`config.mk`:
```
export PLATFORM = sky130hd
export DESIGN_NAME = robs_divider
export DESIGN_NICKNAME = d
export VERILOG_FILES = /design/src/rtl/robs_divider.sv
export SDC_FILE = /design/constraint.sdc
export NUM_CORES = 1
export LEC_CHECK = 0
export CAP_MARGIN = 40
export CORE_MARGIN = 4
export CORE_UTILIZATION = 40
export DETAILED_ROUTE_END_ITERATION = 8
export PLACE_DENSITY = 0.7
export RECOVER_POWER = 50
export SYNTH_ARGS = -nofsm -noshare
export SYNTH_HDL_FRONTEND = slang
export SYNTH_SLANG_ARGS = --single-unit
```
`constraint.sdc`:
```
create_clock -name clk -period 7.25 [get_ports clk]
set_input_delay 1.0875 -clock clk [delete_from_list [all_inputs] [get_ports clk]]
set_output_delay 1.0875 -clock clk [all_outputs]
set_load 0.01 [all_outputs]
```
`src/rtl/robs_divider.sv`:
```
// robs_divider: sequential signed restoring divider.
// A 2*WIDTH-bit two's-complement dividend is divided by a WIDTH-bit divisor,
// one shift-subtract step per clock, followed by one sign-fix cycle.
// Handshake: a reset pulse (0-1-0) loads the operands and starts the operation;
// done rises 2*WIDTH+1 edges after the last reset-high edge and the results
// (quotient, remainder, overflow, div_by_zero) then hold until the next reset.
module robs_divider #(
  parameter int WIDTH = 8
) (
  input  logic                 clk,
  input  logic                 reset,
  input  logic [2*WIDTH-1:0]   dividend,
  input  logic [WIDTH-1:0]     divisor,
  output logic [WIDTH-1:0]     quotient,
  output logic [WIDTH-1:0]     remainder,
  output logic                 overflow,
  output logic                 div_by_zero,
  output logic                 done,
  output logic [1:0]           dbg_state
);

  localparam int DW = 2 * WIDTH;
  localparam int CW = $clog2(DW);

  localparam logic [1:0] ST_ITER = 2'd0;
  localparam logic [1:0] ST_FIX  = 2'd1;
  localparam logic [1:0] ST_DONE = 2'd2;

  logic [1:0]       state_q, state_d;
  logic [CW-1:0]    cnt_q, cnt_d;
  logic [DW-1:0]    dvd_q, dvd_d;        // dividend magnitude, becomes quotient magnitude
  logic [WIDTH-1:0] dvs_q, dvs_d;        // divisor magnitude
  logic [WIDTH:0]   rem_q, rem_d;        // partial remainder
  logic             neg_dvd_q, neg_dvd_d;
  logic             neg_dvs_q, neg_dvs_d;
  logic             zero_q, zero_d;
  logic [WIDTH-1:0] quotient_q, quotient_d;
  logic [WIDTH-1:0] remainder_q, remainder_d;
  logic             overflow_q, overflow_d;
  logic             dbz_q, dbz_d;
  logic             done_q, done_d;

  // Operand magnitudes; the most negative values map to their exact unsigned magnitude.
  logic [DW-1:0]    dvd_abs;
  logic [WIDTH-1:0] dvs_abs;
  assign dvd_abs = dividend[DW-1] ? (DW'(0) - dividend) : dividend;
  assign dvs_abs = divisor[WIDTH-1] ? (WIDTH'(0) - divisor) : divisor;

  // One restoring step: shift the next dividend bit into the partial remainder and trial-subtract.
  logic [WIDTH+1:0] shifted;
  logic [WIDTH:0]   trial;
  logic             q_bit;
  assign shifted = {rem_q, dvd_q[DW-1]};
  assign q_bit   = (shifted >= {2'b00, dvs_q});
  assign trial   = shifted[WIDTH:0] - {1'b0, dvs_q};

  // Sign fix-up on the full-width quotient so overflow detection is exact.
  logic [DW-1:0]    q_signed;
  logic [WIDTH-1:0] r_signed;
  logic             q_fits;
  assign q_signed = (neg_dvd_q ^ neg_dvs_q) ? (DW'(0) - dvd_q) : dvd_q;
  assign r_signed = neg_dvd_q ? (WIDTH'(0) - rem_q[WIDTH-1:0]) : rem_q[WIDTH-1:0];
  assign q_fits   = (&q_signed[DW-1:WIDTH-1]) | ~(|q_signed[DW-1:WIDTH-1]);

  // Next-state logic: reset loads operands; otherwise ITER steps, FIX signs results, DONE holds.
  always_comb begin
    state_d     = state_q;
    cnt_d       = cnt_q;
    dvd_d       = dvd_q;
    dvs_d       = dvs_q;
    rem_d       = rem_q;
    neg_dvd_d   = neg_dvd_q;
    neg_dvs_d   = neg_dvs_q;
    zero_d      = zero_q;
    quotient_d  = quotient_q;
    remainder_d = remainder_q;
    overflow_d  = overflow_q;
    dbz_d       = dbz_q;
    done_d      = done_q;
    if (reset) begin
      dvd_d       = dvd_abs;
      dvs_d       = dvs_abs;
      neg_dvd_d   = dividend[DW-1];
      neg_dvs_d   = divisor[WIDTH-1];
      zero_d      = (divisor == '0);
      rem_d       = '0;
      cnt_d       = '0;
      state_d     = ST_ITER;
      quotient_d  = '0;
      remainder_d = '0;
      overflow_d  = 1'b0;
      dbz_d       = 1'b0;
      done_d      = 1'b0;
    end else begin
      case (state_q)
        ST_ITER: begin
          rem_d = q_bit ? trial : shifted[WIDTH:0];
          dvd_d = {dvd_q[DW-2:0], q_bit};
          cnt_d = cnt_q + 1'b1;
          if (cnt_q == CW'(DW - 1)) state_d = ST_FIX;
        end
        ST_FIX: begin
          if (zero_q) begin
            quotient_d  = '0;
            remainder_d = '0;
            overflow_d  = 1'b1;
            dbz_d       = 1'b1;
          end else begin
            quotient_d  = q_signed[WIDTH-1:0];
            remainder_d = r_signed;
            overflow_d  = ~q_fits;
            dbz_d       = 1'b0;
          end
          done_d  = 1'b1;
          state_d = ST_DONE;
        end
        default: begin
          state_d = ST_DONE;
        end
      endcase
    end
  end

  // State registers; reset is folded into the next-state logic as the operand load.
  always_ff @(posedge clk) begin
    state_q     <= state_d;
    cnt_q       <= cnt_d;
    dvd_q       <= dvd_d;
    dvs_q       <= dvs_d;
    rem_q       <= rem_d;
    neg_dvd_q   <= neg_dvd_d;
    neg_dvs_q   <= neg_dvs_d;
    zero_q      <= zero_d;
    quotient_q  <= quotient_d;
    remainder_q <= remainder_d;
    overflow_q  <= overflow_d;
    dbz_q       <= dbz_d;
    done_q      <= done_d;
  end

  assign quotient    = quotient_q;
  assign remainder   = remainder_q;
  assign overflow    = overflow_q;
  assign div_by_zero = dbz_q;
  assign done        = done_q;
  assign dbg_state   = state_q;

endmodule
```
Yosys cells after proc, flatten, opt, wreduce, memory -nomap -nowiden:

Index checks and enable logic that the tools add are counted.

* input bits: 26
* register bits after elaboration: 61
* logic and storage cells: 49

* $add $sub $neg: 6
* reduce and logical (&&, ||, !) cells: 6
* mux-type cells: 13
* equal/unequal tests: 3
* bitwise operators: 5
* $lt $le $gt $ge: 1

Operators with widths (number)
* two-way mux 16 bit: 4
* subtractor 1 x 16 -> 16 bit, first input constant: 2
* two-way mux 8 bit: 3
* subtractor 1 x 8 -> 8 bit, first input constant: 2
* >= comparator 10 x 8 -> 1 bit: 1
* two-way mux 9 bit: 1
* AND reduction 9 bit: 1
* OR reduction 9 bit: 1
* subtractor 9 x 8 -> 9 bit: 1
* logical NOT 8 bit: 1
* two-way mux 7 bit: 1
* adder 4 x 1 -> 4 bit, second input constant: 1
* equality test 4 bit, second input constant: 1
* two-way mux 2 bit: 2
* inverter 1 bit: 3
* equality test 2 x 1 -> 1 bit, second input constant: 1
* logical NOT 2 bit: 1
* two-way mux 1 bit: 2
* != test 2 bit, second input constant: 1
* nonzero test 2 bit: 1
* OR reduction 2 bit: 1
* OR 1 bit: 1
* XOR 1 bit: 1

Longest topological paths before layout:

* word-level depth: 7
* mapped depth: 11

Worst setup path after synthesis:

Ideal clock, no wire load.

* kind: input -> register
* from: input dividend[8]
* to: register dvd_q[13] (data pin)
* cell stages on the path: 5
* library setup time: 0.270 ns
* buffers on the path: 0
* arrival: 2.451 ns
* path slack: 4.528 ns
* path through: or4_1 -> or2_2 -> o41ai_1 -> xor2_1 -> a21oi_1

* longest elaborated chain between the ends: 3

RTL lines
* start, declared: line 12 `input logic [2*WIDTH-1:0] dividend,`
* subtractor 1 x 16 -> 16 bit: line 46 `assign dvd_abs = dividend[DW-1] ? (DW'(0) - dividend) : dividend;`
* two-way mux 16 bit: line 46
* two-way mux 16 bit: line 80 `if (reset) begin`
* named net dvd_d[13]: line 31 `logic [DW-1:0] dvd_q, dvd_d;`
* end signal, assigned: line 128 `dvd_q <= dvd_d;`
* end, declared: line 31

The timed path passes the listed nets, and every way through them passes these cells.
A chain may end at the register's enable or synchronous reset.

Final worst setup path:

* from: input reset
* to: register dvd_q[10] (enable)

* longest elaborated chain between the ends: 1

RTL lines
* start, declared: line 11 `input logic reset,`
* nonzero test 2 bit (no source line)

Every way passes these cells.

==> metrics.log <==
INFO  metric ctsResizeCount = 0
INFO  metric min_path_type = reg2reg
INFO  metric most_used_flip_flop_cell_after_synthesis = dfxtp_1
INFO  metric dieHeight = about 100 um
INFO  metric power_density = ~250 nW/um2
INFO  metric cts_setup_buffers = 0
INFO  metric insertion_delay = 0.34 ns
INFO  metric ff2ff_setup_slack = 4.25 ns
INFO  metric dr_drc_count = 0
INFO  metric max_freq = 236 MHz
INFO  metric critical_path_required = slightly above 7 ns
INFO  metric fin_crit_sh = 0.584
INFO  metric via_count = roughly 3100
INFO  metric synth_compound_area_frac = 0.175
INFO  metric setup_repair_after_global_routing_missed_its_margin = false
INFO  metric final_hold_viol_count = 0
INFO  metric post_synth_instance_area = between 3000 and 4000 um2
INFO  metric io-pin-count = 47
INFO  metric final_period_minus_worst_setup_slack = roughly 4.2 ns
INFO  metric htreeDepth = 3
INFO  metric post_route_cells_drive_above_1_share = 0.0697
INFO  metric fillCellCount = approximately 840
INFO  metric final_critical_path_setup_slack = between 3 and 4 ns
INFO  metric worstPathBufferInverterCount = 3
INFO  metric synth_nets = 459
INFO  metric multiInputGateArea = 2030 um2
INFO  metric regToRegStartpoint = dvd_q[15]
INFO  metric final_max_slew_viol_count = 76
INFO  metric synth.ff_latch_count = between 60 and 70
INFO  metric min_from = done
INFO  metric largest_family_of_logic_cells_by_synthesized_area = simple AND/OR/NAND/NOR gates
INFO  metric muxShareOfSynthArea = 0.0369
INFO  metric endpoint_kind = register
INFO  metric cts_root_buffer = clkbuf_8
INFO  metric non_filler_instance_count_after_layout = around 570
INFO  metric drt-vias-per-instance = approximately 5.5
INFO  metric detailedRoute.firstPassIterationCount = 4
INFO  metric cell_internal_power = roughly 740 uW
INFO  metric critPathSlowestCell = clkbuf_1
INFO  metric detail_route.iter0.violations = ~180
INFO  metric detailedPlacementHpwl = 6090 um
INFO  metric post_synth_xor_area_fraction = 0.106
INFO  metric route.antenna.remaining_nets = 0
INFO  metric critPathLaunch = reset
INFO  metric sequential_cell_area = roughly 1500 um2
INFO  metric clock-skew-final = about 0.011 ns
INFO  metric drv.max_cap_violation_count = 1
INFO  metric worstPathMaxFanout = between 70 and 80
INFO  metric synthesis_to_layout_area_growth = 18.9%
INFO  metric fp.dieArea = roughly 11000 um2
INFO  metric gp_congestion = 0.891
INFO  metric worstSetupStartpointType = input port
INFO  metric synth_simple_gate_area_frac = 0.177
INFO  metric final-setup-viol-count = 0
INFO  metric tightest_slew = 3.19 ns
INFO  metric antenna_violations_before_repair = 0
INFO  metric dp_worst_setup_slack = 3.83 ns
INFO  metric met3_wire_length = ~550 um
INFO  metric outcome = finished with violations
INFO  metric arrival = 4.20 ns
INFO  metric met2_length = ~3600 um
INFO  metric dp_cells = between 500 and 600
INFO  metric grt_max_degree = 76
INFO  metric switching_share = 0.343
INFO  metric critical_path.top_delay_family = buffers and inverters
INFO  metric grt_pass1_wl = around 14000 um
INFO  metric max_slew_margin = -1.12
INFO  metric synth_fa_ha_area_frac = 0.0490
INFO  metric comb_power_share = 0.321
INFO  metric power_leakage = around 0.0017 uW
INFO  metric tritoncts = built
INFO  metric switching_power = between 300 and 400 uW
INFO  metric clk_path_buf_depth = 2
INFO  metric wire_per_inst = roughly 15 um
INFO  metric total_of_buffers_placed_on_input_and_output_ports = 46
INFO  metric dr.max_layer_used = met4
INFO  metric num_rows = 34
INFO  metric synth_async_sr_flop_share = 0
INFO  metric vdd_drop_max = around 0.10 mV
INFO  metric cpPeakStageDelay = 2.24 ns
INFO  metric seq_power_share = 0.408
INFO  metric syn_area_per_cell = 8.89 um2
INFO  metric totalNegativeSetupSlack = 0 ns
INFO  metric postSynthCellCount = around 420
INFO  metric seq_area_frac_synth = 0.400
INFO  metric synth.distinct_cells = 53
INFO  metric postCtsHoldBufs = 0
INFO  metric cts-buffers-inserted = 9
INFO  metric synth.yosys.warnings = 0
INFO  metric groute.usage.overall = 0.153
INFO  metric vias_in_the_first_global_route = about 2900
INFO  metric clkSinkCount = roughly 60
INFO  metric violations_in_the_final_reports = max-capacitance violations, max-slew violations
INFO  metric coreArea = just under 9000 um2
INFO  metric pwr-share-clk = 0.271
INFO  metric die_width = between 100 and 150 um
INFO  metric timing.critical_path.cells = buf_2 > clkbuf_1 > nor2_1 > inv_1
INFO  metric clk_transition_reported_paths = 0.07 ns
INFO  metric synth_enable_flop_cells = 27
INFO  metric grt-ovfl-total = 0
INFO  metric num-nets-final = between 400 and 500
INFO  metric timing.setup.critical_path_class = in2reg
INFO  metric finalWirelength = 8270 um
INFO  metric initial_core_util = 0.419
INFO  metric insertedDiodeCount = 0
INFO  metric total_power = 1120 uW
INFO  metric m1WireLength = ~4000 um
routing by layer:
metal  vias up  global-route usage
li1       1570                   -
met3        15              0.0310
met5         -                   0
met4         0              0.0798
met1      1430               0.217
met2        92               0.219
worst min-delay path, delay by kind of cell, from the launching register on:
kind | cells | cell delay (ns)
compound gates | 1 | 0.05
buf+inv | 1 | 0.05
flops | 1 | 0.31
metrics by stage:
step                utilization  hold slack (ns)  cell area, um2
floorplan                     -            0.426            3720
global placement          0.475            0.428            4220
detailed placement        0.476            0.444            4230
CTS                       0.498            0.455            4430
global route              0.498            0.476            4430
finish                    0.498            0.454            4430
power by group through the flow:
stage                     Combinational (uW)  Clock [uW]  Sequential (uW)
after floorplan                          296           0              436
after global placement                   348           0              461
after detailed placement                 357           0              461
after CTS                                359         310              454
after global routing                     402         328              462
final                                    359         303              456
flip-flops by register name (all words and copies together), names as in the netlist, 2 cells and up:
signal	count
cnt_q	4
rem_q	9
dvs_q	8
dbg_state	2
remainder	8
quotient	8
dvd_q	16
placed cells by master, fill, tap and decap left out, drive strengths merged, types with 4 or more instances in the layout:
cell type / Yosys / routed
a211oi: 6 / 6
a21oi: 26 / 26
a22oi: 13 / 13
a31oi: 4 / 4
clkbuf: 17 / 12
clkdlybuf4s50: 0 / 33
dfxtp: 34 / 34
dlygate4sd3: 0 / 12
edfxtp: 27 / 27
ha: 13 / 13
inv: 26 / 28
mux2: 6 / 6
mux2i: 7 / 7
nand2: 22 / 22
nand3: 7 / 7
nand4: 4 / 4
nor2: 59 / 59
nor3: 8 / 8
nor4: 6 / 6
o21ai: 16 / 16
o31ai: 11 / 11
o41ai: 4 / 4
or3: 7 / 7
or4: 4 / 4
xnor2: 29 / 29
xor2: 16 / 16
worst paths after layout:
kind              depth (start not counted)        end
setup / recovery                          4  dvd_q[10]
hold / removal                            2       done
setup reg to reg                         10   rem_q[0]
hold reg to reg                           2       done
synthesized netlist by cell type (all sizes together), types with 3 or more instances:
cell type | n | share of area
nand3b | 3 | 0.0060
nand4 | 4 | 0.0067
o21ai | 16 | 0.021
buf | 8 | 0.012
or4 | 4 | 0.0091
xor2 | 16 | 0.038
dfxtp | 34 | 0.18
or3 | 7 | 0.012
o31ai | 11 | 0.022
mux2i | 7 | 0.019
nor3b | 3 | 0.0060
edfxtp | 27 | 0.22
o41ai | 4 | 0.0094
a211oi | 6 | 0.013
clkbuf | 17 | 0.017
a22oi | 13 | 0.026
a21oi | 26 | 0.035
nor4 | 6 | 0.010
ha | 13 | 0.044
nand3 | 7 | 0.0094
mux2 | 6 | 0.018
a31oi | 4 | 0.0067
nor2 | 59 | 0.059
nor3 | 8 | 0.011
or2 | 3 | 0.0050
nand2b | 3 | 0.0050
nand2 | 22 | 0.022
inv | 26 | 0.026
xnor2 | 29 | 0.068
kinds of logic (layout without fill, tap and decap cells):
group,count (synthesis),count (layout)
muxes,13,13
xor gates and xnor gates,45,45
adders and majority gates,14,14
AOI/OAI and AO/OA,98,98
buffers and inverters,51,91
DFF,61,61
and+or+nand+nor,137,137
layout make-up:
cell class,count,area share
multi-input cells,307,0.458
clock inverters,5,0.00622
inverters,26,0.0220
clock buffers,11,0.0393
repair buffers,49,0.107
flip-flops and latches,61,0.337
well taps,108,0.0305
Power figures use the tool's default switching activity.
